<file path="config.mk">
export PLATFORM = sky130hd
export DESIGN_NAME = weight_stream_locator_flat
export DESIGN_NICKNAME = d
export VERILOG_FILES = /design/src/rtl/weight_stream_locator_if.sv /design/src/rtl/weight_stream_locator.sv /design/src/flat_wrapper.sv
export SDC_FILE = /design/constraint.sdc
export NUM_CORES = 1
export LEC_CHECK = 0
export ABC_AREA = 1
export BUFFER_PORTS_ARGS = -buffer_cell sky130_fd_sc_hd__buf_2
export CAP_MARGIN = 0
export CORE_MARGIN = 2
export CORE_UTILIZATION = 45
export DETAILED_ROUTE_END_ITERATION = 16
export HOLD_SLACK_MARGIN = 0.05
export PLACE_DENSITY_LB_ADDON = 0.3
export SYNTH_ARGS = -nofsm -noshare
export SYNTH_HDL_FRONTEND = slang
export SYNTH_SLANG_ARGS = --single-unit
</file>
<file path="constraint.sdc">
create_clock -name clk -period 1.9 [get_ports clk]
set_input_delay 0.095 -clock clk [delete_from_list [all_inputs] [get_ports clk]]
set_output_delay 0.095 -clock clk [all_outputs]
set_load 0.05 [all_outputs]
</file>
<file path="src/rtl/weight_stream_locator_if.sv">
// Word-in / set-bit-index-out stream bundle for weight_stream_locator.
// Latency: none (wires only).
// Backpressure: in_valid/in_ready on the word side, out_valid/out_ready on the index side.
interface weight_stream_locator_if #(
  parameter int W  = 8,
  parameter int IW = $clog2(W),
  parameter int CW = $clog2(W + 1)
);
  logic          in_valid;
  logic          in_ready;
  logic [W-1:0]  in_data;
  logic          in_msb_first;
  logic          out_valid;
  logic          out_ready;
  logic [IW-1:0] out_index;
  logic          out_last;
  logic          out_empty;
  logic [CW-1:0] out_count;

  // Word source / beat consumer side
  modport master (
    output in_valid, in_data, in_msb_first, out_ready,
    input  in_ready, out_valid, out_index, out_last, out_empty, out_count
  );

  // Locator side
  modport slave (
    input  in_valid, in_data, in_msb_first, out_ready,
    output in_ready, out_valid, out_index, out_last, out_empty, out_count
  );
endinterface

</file>
<file path="src/rtl/weight_stream_locator.sv">
// Streams the bit index of every set bit of a W-bit word, LSB-first or MSB-first, with popcount.
// Latency: first beat one cycle after accept; one beat per cycle; max(popcount,1)+1 cycles per word.
// Backpressure: out_ready stalls the stream with outputs held; in_ready is low for the whole word.
module weight_stream_locator #(
  parameter int W  = 8,
  parameter int IW = $clog2(W),
  parameter int CW = $clog2(W + 1)
) (
  input logic                    clk,
  input logic                    rst_n,
  weight_stream_locator_if.slave bus
);

  typedef enum logic {
    IDLE = 1'b0,
    EMIT = 1'b1
  } state_t;

  localparam logic [W-1:0] ONE = W'(1);

  state_t        state;
  state_t        state_nxt;
  logic [W-1:0]  residual;   // set bits not yet emitted
  logic          order;      // 1 = highest index first
  logic [CW-1:0] count;      // popcount of the word in flight
  logic [CW-1:0] in_pop;
  logic [IW-1:0] lo_idx;
  logic [IW-1:0] hi_idx;
  logic [IW-1:0] sel_idx;
  logic          res_zero;
  logic          res_single;

  // Popcount of the incoming word, captured at accept so it stays constant across beats
  always_comb begin
    in_pop = '0;
    for (int i = 0; i < W; i++) begin
      in_pop = in_pop + CW'(bus.in_data[i]);
    end
  end

  // Lowest and highest set bit of the residual; both are 0 for an empty residual
  always_comb begin
    lo_idx = '0;
    hi_idx = '0;
    for (int i = W - 1; i >= 0; i--) begin
      if (residual[i]) lo_idx = IW'(i);
    end
    for (int i = 0; i < W; i++) begin
      if (residual[i]) hi_idx = IW'(i);
    end
  end

  assign sel_idx    = order ? hi_idx : lo_idx;
  assign res_zero   = (residual == '0);
  // Clearing the lowest set bit leaves zero exactly when one bit remains
  assign res_single = !res_zero && ((residual & (residual - ONE)) == '0);

  // State register
  always_ff @(posedge clk or negedge rst_n) begin
    if (!rst_n) begin
      state <= IDLE;
    end else begin
      state <= state_nxt;
    end
  end

  // Next state and outputs; outputs depend only on registered state
  always_comb begin
    state_nxt     = state;
    bus.in_ready  = 1'b0;
    bus.out_valid = 1'b0;
    bus.out_index = '0;
    bus.out_last  = 1'b0;
    bus.out_empty = 1'b0;
    bus.out_count = '0;
    case (state)
      IDLE: begin
        bus.in_ready = 1'b1;
        if (bus.in_valid) state_nxt = EMIT;
      end
      EMIT: begin
        bus.out_valid = 1'b1;
        bus.out_index = sel_idx;
        bus.out_empty = res_zero;
        bus.out_last  = res_zero | res_single;
        bus.out_count = count;
        if (bus.out_ready && (res_zero || res_single)) state_nxt = IDLE;
      end
      default: state_nxt = IDLE;
    endcase
  end

  // Capture the word on accept, then strip one bit per accepted beat
  always_ff @(posedge clk or negedge rst_n) begin
    if (!rst_n) begin
      residual <= '0;
      order    <= 1'b0;
      count    <= '0;
    end else if (state == IDLE && bus.in_valid) begin
      residual <= bus.in_data;
      order    <= bus.in_msb_first;
      count    <= in_pop;
    end else if (state == EMIT && bus.out_ready) begin
      residual <= residual & ~(ONE << sel_idx);
    end
  end

endmodule

</file>
<file path="src/flat_wrapper.sv">
// flat-port wrapper written by rule: the top's interface ports become plain ports
module weight_stream_locator_flat 
#(
  parameter int W  = 8,
  parameter int IW = $clog2(W),
  parameter int CW = $clog2(W + 1)
)
  (clk, rst_n, bus_in_valid, bus_in_data, bus_in_msb_first, bus_out_ready, bus_in_ready, bus_out_valid, bus_out_index, bus_out_last, bus_out_empty, bus_out_count);
  weight_stream_locator_if #(.W(W), .IW(IW), .CW(CW)) bus_i ();
  input logic clk;
  input logic rst_n;
  input wire logic [$bits(bus_i.in_valid)-1:0] bus_in_valid;
  input wire logic [$bits(bus_i.in_data)-1:0] bus_in_data;
  input wire logic [$bits(bus_i.in_msb_first)-1:0] bus_in_msb_first;
  input wire logic [$bits(bus_i.out_ready)-1:0] bus_out_ready;
  output wire logic [$bits(bus_i.in_ready)-1:0] bus_in_ready;
  output wire logic [$bits(bus_i.out_valid)-1:0] bus_out_valid;
  output wire logic [$bits(bus_i.out_index)-1:0] bus_out_index;
  output wire logic [$bits(bus_i.out_last)-1:0] bus_out_last;
  output wire logic [$bits(bus_i.out_empty)-1:0] bus_out_empty;
  output wire logic [$bits(bus_i.out_count)-1:0] bus_out_count;
  assign bus_i.in_valid = bus_in_valid;
  assign bus_i.in_data = bus_in_data;
  assign bus_i.in_msb_first = bus_in_msb_first;
  assign bus_i.out_ready = bus_out_ready;
  assign bus_in_ready = bus_i.in_ready;
  assign bus_out_valid = bus_i.out_valid;
  assign bus_out_index = bus_i.out_index;
  assign bus_out_last = bus_i.out_last;
  assign bus_out_empty = bus_i.out_empty;
  assign bus_out_count = bus_i.out_count;
  weight_stream_locator #(.W(W), .IW(IW), .CW(CW)) u_core (.clk(clk), .rst_n(rst_n), .bus(bus_i));
endmodule
</file>
# Yosys cells after proc, flatten, opt, wreduce, memory -nomap -nowiden
# Cells that the tools add are included.
# word_totals
register_bits,14
out_inout_bits,11
wordCells,54
# classes
addsub,8
shift,1
mux,27
bitwise,5
reduce_logical,9
# op_table
cell,n
$mux W3,14
$add A4 B1 Y4,6
$and A8 B8 Y8,2
$logic_not A8 Y1,2
$mux W8,2
$not A8 Y8,1
$shl A1 B3 Y8 const A,1
$sub A8 B1 Y8 const B,1
$mux W1,7
$logic_and A1 B1 Y1,4
$mux W2,2
$mux W4,1
$add A1 B1 Y2,1
$pmux W1 S2,1
$reduce_bool A2 Y1,1
$logic_not A1 Y1,1
$logic_or A1 B1 Y1,1
$not A1 Y1,1
$or A1 B1 Y1,1

# Longest topological paths before layout
# Gate-level depths: netlist of the first run.
# depth
depth_word,14
ltp_mapped,13
ltp_nobuf,13

# Worst setup path after synthesis of the first run
# OpenSTA, ideal clock, no wires.
# synth_timing
path_type,register to output
start,reg u_core.state
end,out bus_out_empty
arrival_ns,2.599
path_slack_ns,-0.794
path_stages_with_launch,4
n_path_buf,1
cell_sequence,dfrtp_1 -> buf_2 -> inv_2 -> nor4_1
# synth_via
elab_chain_cells,1
# synth_lines
element,line,rtl
from (decl),weight_stream_locator.sv:21,state_t state;
from (signal assigned),weight_stream_locator.sv:63,state <= state_nxt;
$mux W1,weight_stream_locator.sv:76,case (state)
to (decl),flat_wrapper.sv:20,output wire logic [$bits(bus_i.out_empty)-1:0] bus_out_empty;
# No other way between the ends.

# Final worst setup path of the first run
# layout_timing
start,in bus_in_data[1]
end,reg u_core.count[1]
# layout_via
elab_chain_cells,7
# layout_lines
element,line,rtl
from (decl),flat_wrapper.sv:13,input wire logic [$bits(bus_i.in_data)-1:0] bus_in_data;
$add A1 B1 Y2,weight_stream_locator.sv:37,in_pop = in_pop + CW'(bus.in_data[i]);
$add A4 B1 Y4 (6 in a row),weight_stream_locator.sv:37,
to (signal assigned),weight_stream_locator.sv:102,count <= in_pop;
to (decl),weight_stream_locator.sv:25,logic [CW-1:0] count;
# No other way between the ends.
# A chain may end at the register's enable or synchronous reset.

==> results of run 1 <==
-- layout by cell type, fill, tap and decap left out, types with 3 or more instances in the layout --
cell / netlist / final
nand4_1: 4 / 4
buf_2: 2 / 19
buf_4: 0 / 5
nor2_1: 14 / 12
dfrtp_1: 14 / 14
inv_2: 8 / 10
o21ai_1: 6 / 7
clkbuf_4: 0 / 4
nand2_4: 3 / 3
o22ai_1: 5 / 5
nand2_2: 4 / 4
o21ai_0: 7 / 5
a21oi_1: 3 / 3
nand2_1: 47 / 47
inv_1: 28 / 26
nand3_1: 4 / 4
-- flip-flops by register name, summed over array words and instances (netlist names) --
register / cells
u_core.state: 1
u_core.order: 1
u_core.residual: 8
u_core.count: 4
-- area by class of cell --
class | instances | area (µm²) | share of cell area
sequential | 14 | 350 | 0.249
timing repair buffer | 29 | 183 | 0.130
tap | 30 | 37.5 | 0.0267
clock buffer | 4 | 36.3 | 0.0258
multi-input combinational | 111 | 659 | 0.468
inverter | 37 | 141 | 0.100
-- layer usage --
| metal | up-vias | routed length [µm] |
|---|---|---|
| li1 | 572 | - |
| met1 | 521 | 1180 |
| met2 | 28 | 1320 |
| met3 | 5 | 116 |
| met4 | 0 | 44 |
| met5 | - | 0 |
-- where the power goes --
group | internal (µW) | total [µW] | switching [µW]
clock network | 117 | 219 | 103
registers | 417 | 537 | 120
logic | 532 | 1860 | 1330
total | 1070 | 2620 | 1550
-- critical path, cell delays in order --
cell and delay [ns]:
buf_6 0.10, ha_4 0.25, inv_2 0.03, fa_1 0.45, fa_1 0.49, inv_1 0.05, fa_2 0.34, inv_2 0.07
fa_2 0.43, o21ai_2 0.11
-- cell families (layout without fill, tap and decap cells) --
kind of cell,after synthesis,in the layout,synth area share
flops,14,14,0.310
fa+ha+maj,7,7,0.104
xor+xnor,1,1,0.00776
simple gates,80,80,0.329
buf+inv,39,70,0.134
compound gates,23,23,0.114
-- final timing paths --
kind | end | cells after the start | slack (ns) | from
min in group asynchronous | u_core.residual[2] | 2 | 0.22 | rst_n
min | u_core.state | 3 | 0.06 | bus_in_valid
max reg2reg | u_core.residual[1] | 6 | 0.46 | u_core.state
max | u_core.count[1] | 10 | -0.30 | bus_in_data[1]
min reg2reg | u_core.count[0] | 2 | 0.49 | u_core.count[0]
max in group asynchronous | u_core.count[2] | 2 | 1.43 | rst_n
-- timing repair --
| action | in CTS | in global routing |
|---|---|---|
| resized for setup | 5 | 6 |
| pin swaps | 3 | 2 |
| setup buffers | 1 | 0 |
| hold endpoints to repair | 15 | 0 |
| hold buffers | 2 | 0 |
| endpoints found under the setup margin | 3 | 6 |
-- metrics by stage --
stage               cells  total power, µW  hold slack, ns  worst slack (ns)   util
floorplan             164             1970          -0.201            -0.411      -
global placement      218             2290         0.00506            -0.566  0.541
detailed placement    218             2340         0.00864            -0.629  0.541
CTS                   225             2570          0.0557            -0.301  0.573
global route          225             2840          0.0913            -0.372  0.579
finish                225             2620          0.0596            -0.300  0.579
==> flow_metrics.tcl, run 1 <==
set metrics [dict create \
    worstPathRequired_ns 2.11 \
    wl_um 2660 \
    drt_iter0_drc 39 \
    synth_cell_types 23 \
    cts_tree "done" \
    grt_use_met3 0.00833 \
    start_util 0.464 \
    first_global_vias 1030 \
    pin_count 24 \
    p_leak_uw 0.000780 \
    synth_seq_cells 14 \
    die_h_um 54.1 \
    io_buffers 23 \
    finalCritPeriodShare 1.16 \
    rsz0062_at_grt "true" \
    cts-root-buf "clkbuf_4" \
    drive_gt1_frac 0.308 \
    numCtsBuffers 3 \
    die_w_um 54.1 \
    globalplace.congestion 0.956 \
    arrival_ns 2.41 \
    finalSetupTns_ns -0.520 \
    skew_ns 0.0102 \
    fin_ws_ns -0.300 \
    synth_edf_count 0 \
    insertion_delay_ns 0.29 \
    cts_sinks 14 \
    ys_async_sr_fraction 1.00 \
    worst_pin_slew_ns 0.322 \
    dpl-instance-area_um2 1320 \
    powerDensity_nw_per_um2 1860 \
    finalCriticalPeriod_ns 2.20 \
    drc 0 \
    dieArea_um2 2920 \
    core_um2 2430 \
    crit_fanout 2 \
    synthesis.nets 184 \
    layout.nets 216 \
    hold_path_class "primary input to register" \
    post_synth.cell_area_avg_um2 6.88 \
    clkTransAtPathRegs_ns 0.08 \
    final_hold_viol_count 0 \
    synth_warnings 0 \
    fillers 236 \
    grt_util_met1 0.265 \
    yosysSeqAreaShare 0.310 \
    max-cap-violations 0 \
    crit_type "primary input to register" \
    synth_area_leaders "dfrtp_1 (31%), nand2_1 (16%), inv_1 (9.3%), fa_1 (7.1%), nor2_1 (4.7%)" \
    setup_viol 2 \
    top_usage_layer "met2" \
    grt_max_degree 15 \
    wl_per_cell_um 11.8 \
    max_freq_mhz 455 \
    synthesis.instances 164 \
    relSlewSlack 0.786 \
    grt_pass1_wl_um 4370 \
    ys_top_cells_by_count "nand2_1 (47), inv_1 (28), dfrtp_1 (14), nor2_1 (14), inv_2 (8)" \
    use_met2 0.374 \
    synth_ff_type "dfrtp_1" \
    via_per_inst 5.00 \
    clockBufferDepth 2 \
    stdcell_area_um2 1410 \
    area_delta_synth_final_pct 24.7 \
    synth_top_area_frac 0.310 \
    worst_ir_drop_vdd_mv 1.28 \
    hpwl_um 2120 \
    grt.overflow.total 0 \
    antenna_found_initial 0 \
    endpoint_kind "register" \
    antenna_cells 0 \
    first_pass_iters 4 \
    status "complete, but fails checks" \
    cts.htree.levels 1 \
    rows 18 \
    yosysMostFrequentCell "nand2_1" \
    vias 1126 \
    track_usage 0.208 \
    slew_violations 0 \
    netlist_area_um2 1130 \
    drtAntennaViolNets 0 \
    cp-start-kind "primary input" \
    synth_top_area_cell "dfrtp_1" \
    failed_checks "setup timing" \
]
Note: power is estimated with default switching activity, not from simulation.
==> run 2: changes to the inputs <==
--- a/config.mk
+++ b/config.mk
@@ -8,6 +8,7 @@
 export ABC_AREA = 1
 export BUFFER_PORTS_ARGS = -buffer_cell sky130_fd_sc_hd__buf_2
 export CAP_MARGIN = 0
+export CORE_ASPECT_RATIO = 0.8
 export CORE_MARGIN = 2
 export CORE_UTILIZATION = 45
 export DETAILED_ROUTE_END_ITERATION = 16
==> run 2 against run 1 <==
Against the previous run:
- critical path depth unchanged
- the run still ends with setup timing left
- sequential share of layout area decreased by 0.33 points
- maximum frequency increased by 2.8%
- critical endpoint unchanged
- global-route usage increased by 0.18 points
- hold slack improved by 0.096 ns
- first-iteration DRC count increased by 18%
- clock skew decreased by 0.0033 ns
- largest power group unchanged
- clock power increased by 2%
- routed wire length decreased by 1.2%
- sequential power increased by 1%
- sequential cell count unchanged
==> flow_metrics.tcl, run 2 (synthesized netlist as in run 1, its figures left out) <==
set metrics [dict create \
    dieArea_um2 2930 \
    largest_register_ffs 8 \
    clockBufferDepth 2 \
    vias 1132 \
    rows 16 \
    post_cts_buffers 0 \
    status "complete, but fails checks" \
    grt_pass1_wl_um 4630 \
    top_register "u_core.residual" \
    worst_pin_slew_ns 0.325 \
    grt.overflow.total 0 \
    drive_gt1_frac 0.301 \
    pin_count 24 \
    cts-root-buf "clkbuf_4" \
    failed_checks "setup timing" \
    track_usage 0.210 \
    max_freq_mhz 467 \
    relSlewSlack 0.784 \
    place_inst 225 \
    cts_tree "done" \
    worstPathRequired_ns 2.13 \
    first_global_vias 1051 \
    start_util 0.466 \
    fin_util 0.589 \
    drt_iter0_drc 46 \
    p_seq_frac 0.207 \
    crit_fanout 2 \
    final_common_cell "nand2_1" \
    top_regs "u_core.residual (8), u_core.count (4)" \
    crit_type "primary input to register" \
    die_w_um 60.0 \
    clkTransAtPathRegs_ns 0.09 \
    reg2reg_slack_ns 0.41 \
    wl_um 2620 \
    instances_no_fill 232 \
    layout.nets 217 \
    cts_sinks 14 \
    insertion_delay_ns 0.29 \
    antenna_cells 0 \
    finalCritPeriodShare 1.13 \
    cp-start-kind "primary input" \
    io_buffers 23 \
    core_um2 2420 \
    pre_cts_slack_ns -0.598 \
    switching_share 0.590 \
    slew_violations 0 \
    drtAntennaViolNets 0 \
    hpwl_um 2080 \
    globalplace.congestion 0.913 \
    internal-power_uw 1080 \
    antenna_found_initial 0 \
    skew_ns 0.00698 \
    endpoint_kind "register" \
    p_leak_uw 0.000785 \
    drc 0 \
    powerDensity_nw_per_um2 1840 \
    final_hold_viol_count 0 \
    whs_ns 0.156 \
    hold_path_class "primary input to register" \
    wl_per_cell_um 11.3 \
    power_uw 2630 \
    worst_ir_drop_vdd_mv 0.699 \
    fin_ws_ns -0.240 \
    max-cap-violations 0 \
    rsz0062_at_grt "true" \
    grt_max_degree 15 \
    area_delta_synth_final_pct 26.4 \
    finalCriticalPeriod_ns 2.14 \
    cts.htree.levels 1 \
    via_per_inst 4.88 \
    combPwrFrac 0.709 \
    arrival_ns 2.37 \
    clkPwrFrac 0.085 \
    mostFrequentLayoutCells "nand2_1 (47), inv_1 (25), buf_2 (19)" \
    die_h_um 48.8 \
    power.switching_uw 1550 \
    first_pass_iters 6 \
    numCtsBuffers 3 \
    setup_viol 2 \
]
[run 2: cell count changes in the layout (fill, tap and decap cells not counted), sizes merged]
cell | previous run | this run
dlygate4sd3 | 2 | 3
[run 2: final timing paths]
| path | to | cells after the start | from |
|---|---|---|---|
| worst min register to register | u_core.count[0] | 2 | u_core.count[0] |
| worst max register to register | u_core.residual[3] | 6 | u_core.state |
| worst max-delay path | u_core.count[1] | 10 | bus_in_data[1] |
| max in group asynchronous | u_core.residual[0] | 2 | rst_n |
| min in group asynchronous | u_core.count[2] | 2 | rst_n |
| worst min-delay path | u_core.residual[5] | 5 | bus_in_data[5] |
[run 2: layout make-up]
class	instances	area, µm²
fillers	223	996
multi-input cells	111	657
flip-flops and latches	14	350
repair buffers	30	196
inverters	37	141
well taps	36	45.0
clock buffers	4	36.3
[run 2: per-stage QoR]
stage	area, µm²	TNS, ns
4_1_cts	1410	-0.482
3_5_place_dp	1330	-1.76
5_1_grt	1430	-0.581
3_3_place_gp	1330	-1.67
6_report	1430	-0.424
2_1_floorplan	1150	-1.21
[run 2: per-layer routing]
| metal | wire length [µm] | up-vias | GRT usage |
|---|---|---|---|
| li1 | - | 570 | - |
| met1 | 1230 | 505 | 0.294 |
| met2 | 1180 | 52 | 0.312 |
| met3 | 156 | 5 | 0.0371 |
| met4 | 52 | 0 | 0.100 |
| met5 | 0 | - | 0 |
[run 2: timing repair]
item,4_1_cts,5_1_grt
cloned,0,0
setup endpoints to repair,2,6
endpoints found under the hold margin,16,0
hold buffers,3,0
gates resized for setup,4,7
pin swaps,0,1
[run 2: power groups by stage]
stage                     clock [µW]  sequential [µW]  combinational [µW]
after floorplan                    0              527                1440
final                            223              543                1860
after CTS                        228              539                1810
after global routing             242              562                2050
after detailed placement           0              544                1790
after global placement             0              537                1750
[run 2: worst max-delay path, stage by stage]
cell and delay (ns):
buf_6 0.10, ha_4 0.25, inv_2 0.03, fa_1 0.44, fa_1 0.51, inv_2 0.04, fa_2 0.34, inv_2 0.06
fa_1 0.39, o21ai_1 0.12
==> run 3: changes to the inputs <==
--- a/config.mk
+++ b/config.mk
@@ -17,3 +17,4 @@
 export SYNTH_ARGS = -nofsm -noshare
 export SYNTH_HDL_FRONTEND = slang
 export SYNTH_SLANG_ARGS = --single-unit
+export TNS_END_PERCENT = 50
==> run 3 against run 2 <==
Against the previous run:
- the run still ends with setup timing left
- power decreased by 2.1%
- clock skew decreased by 0.0036 ns
- core utilization decreased by 0.57 points
- first-iteration DRC count increased by 28%
- non-clock buffer count unchanged
- largest power group unchanged
- highest routed layer unchanged
==> flow_metrics.tcl, run 3 (synthesized netlist as in run 1, its figures left out) <==
set metrics [dict create \
    first_pass_iters 4 \
    relSlewSlack 0.781 \
    arrival_ns 2.38 \
    cpMostUsedCell "fa_1" \
    die_h_um 48.8 \
    r2r-start "u_core.state" \
    p_leak_uw 0.000779 \
    status "complete, but fails checks" \
    fillers 254 \
    clockBufferDepth 2 \
    worst_pin_slew_ns 0.329 \
    stdcell_area_um2 1410 \
    antenna_cells 0 \
    via_per_inst 4.89 \
    crit_buf_inv 4 \
    finalSetupTns_ns -0.500 \
    grt.overflow.total 0 \
    post_cts_buffers 0 \
    wl_um 2590 \
    pre_cts_slack_ns -0.613 \
    rsz0062_at_grt "true" \
    first_global_vias 1049 \
    final_hold_viol_count 0 \
    start_util 0.466 \
    top_regs "u_core.residual (8), u_core.count (4)" \
    failed_checks "setup timing" \
    hpwl_um 2100 \
    insertion_delay_ns 0.28 \
    layout.nets 217 \
    reg2reg_depth 6 \
    powerDensity_nw_per_um2 1820 \
    holdPathStages 5 \
    antenna_found_initial 0 \
    rows 16 \
    critPathLaunch "bus_in_data[1]" \
    crit_fanout 2 \
    power_uw 2570 \
    numCtsBuffers 3 \
    track_usage 0.210 \
    max_stage_delay_ns 0.49 \
    cts-root-buf "clkbuf_4" \
    drc 0 \
    vias 1129 \
    io_buffers 23 \
    top_register "u_core.residual" \
    wl_per_cell_um 11.2 \
    regToRegEndpoint "u_core.residual[5]" \
    skew_ns 0.00337 \
    die_w_um 60.0 \
    crit_chain "buf_6 -> ha_4 -> inv_2 -> fa_1 -> fa_1 -> inv_1 -> fa_2 -> inv_2 -> fa_1 -> o21ai_1" \
    largest_register_ffs 8 \
    mostFrequentLayoutCells "nand2_1 (47), inv_1 (26), buf_2 (19)" \
    slowest_stage "fa_1" \
    max_freq_mhz 461 \
    area_delta_synth_final_pct 25.2 \
    max-cap-violations 0 \
    crit_family "adder cells" \
    endpoint_kind "register" \
    crit_type "primary input to register" \
    finalCritPeriodShare 1.14 \
    crit_end "u_core.count[1]" \
    whs_ns 0.162 \
    pin_count 24 \
    cts_tree "done" \
    final_common_cell "nand2_1" \
    finalCriticalPeriod_ns 2.17 \
    cts.htree.levels 1 \
    reg2reg_slack_ns 0.42 \
    worst_ir_drop_vdd_mv 0.687 \
    drive_gt1_frac 0.292 \
    clkTransAtPathRegs_ns 0.08 \
    globalplace.congestion 0.913 \
    grt_pass1_wl_um 4640 \
    grt_max_degree 15 \
    drtAntennaViolNets 0 \
    cts_sinks 14 \
    drt_iter0_drc 59 \
    crit_cells 10 \
    fin_ws_ns -0.269 \
    dieArea_um2 2930 \
    hold_path_class "primary input to register" \
    worstPathRequired_ns 2.11 \
    dpl-instance-area_um2 1330 \
    cp-start-kind "primary input" \
    setup_viol 2 \
    core_um2 2420 \
    slew_violations 0 \
]
run 3: cell count changes in the layout (fill, tap and decap cells not counted):
cell      before  now
clkbuf_8       1    0
inv_1         25   26
inv_2         11   10
o21ai_0        5    6
o21ai_1        8    7
run 3: power breakdown:
group | leakage [µW] | internal, µW | total, µW | switching (µW)
combinational | 0.000588 | 544 | 1860 | 1320
clock | 0.0000138 | 73.7 | 170 | 96.7
sequential | 0.000177 | 417 | 543 | 126
total | 0.000779 | 1030 | 2570 | 1540
run 3: metal layers:
layer,vias to the layer above,share of wire,global-route usage
met1,514,0.47,0.290
met3,4,0.050,0.0477
met4,0,0.013,0.0556
met2,36,0.47,0.330
li1,575,-,-
met5,-,0,0
run 3: cell type report:
class	instances	area, µm²	share of cell area
Clock buffer	3	22.5	0.0159
Inverter	37	141	0.100
Multi-Input combinational cell	111	657	0.465
Sequential cell	14	350	0.248
Tap cell	36	45.0	0.0319
Timing Repair Buffer	30	196	0.139
run 3: worst min-delay path: cells and delay by family:
kind / cells / cell delay (ns)
compound gates: 1 / 0.06
buf+inv: 2 / 0.15
simple gates: 2 / 0.11
run 3: stage by stage:
stage | instances | util
global route | 231 | 0.583
global placement | 225 | 0.549
CTS | 231 | 0.576
finish | 231 | 0.583
floorplan | 164 | -
detailed placement | 225 | 0.549
run 3: worst min path at each step:
stage                               from                  to  slack [ns]
after global placement             rst_n     u_core.count[3]        0.01
after CTS                 bus_in_data[5]  u_core.residual[5]        0.17
final                     bus_in_data[5]  u_core.residual[5]        0.16
after floorplan                    rst_n     u_core.count[0]       -0.20
after detailed placement           rst_n     u_core.count[2]       0.009
after global routing      bus_in_data[5]  u_core.residual[5]        0.18
run 3: repair_timing:
| item | in CTS | in global routing |
|---|---|---|
| endpoints found under the hold margin | 16 | 0 |
| endpoints found under the setup margin | 3 | 6 |
| hold buffers | 3 | 0 |
| pin swaps | 1 | 0 |
| gates resized for setup | 2 | 6 |
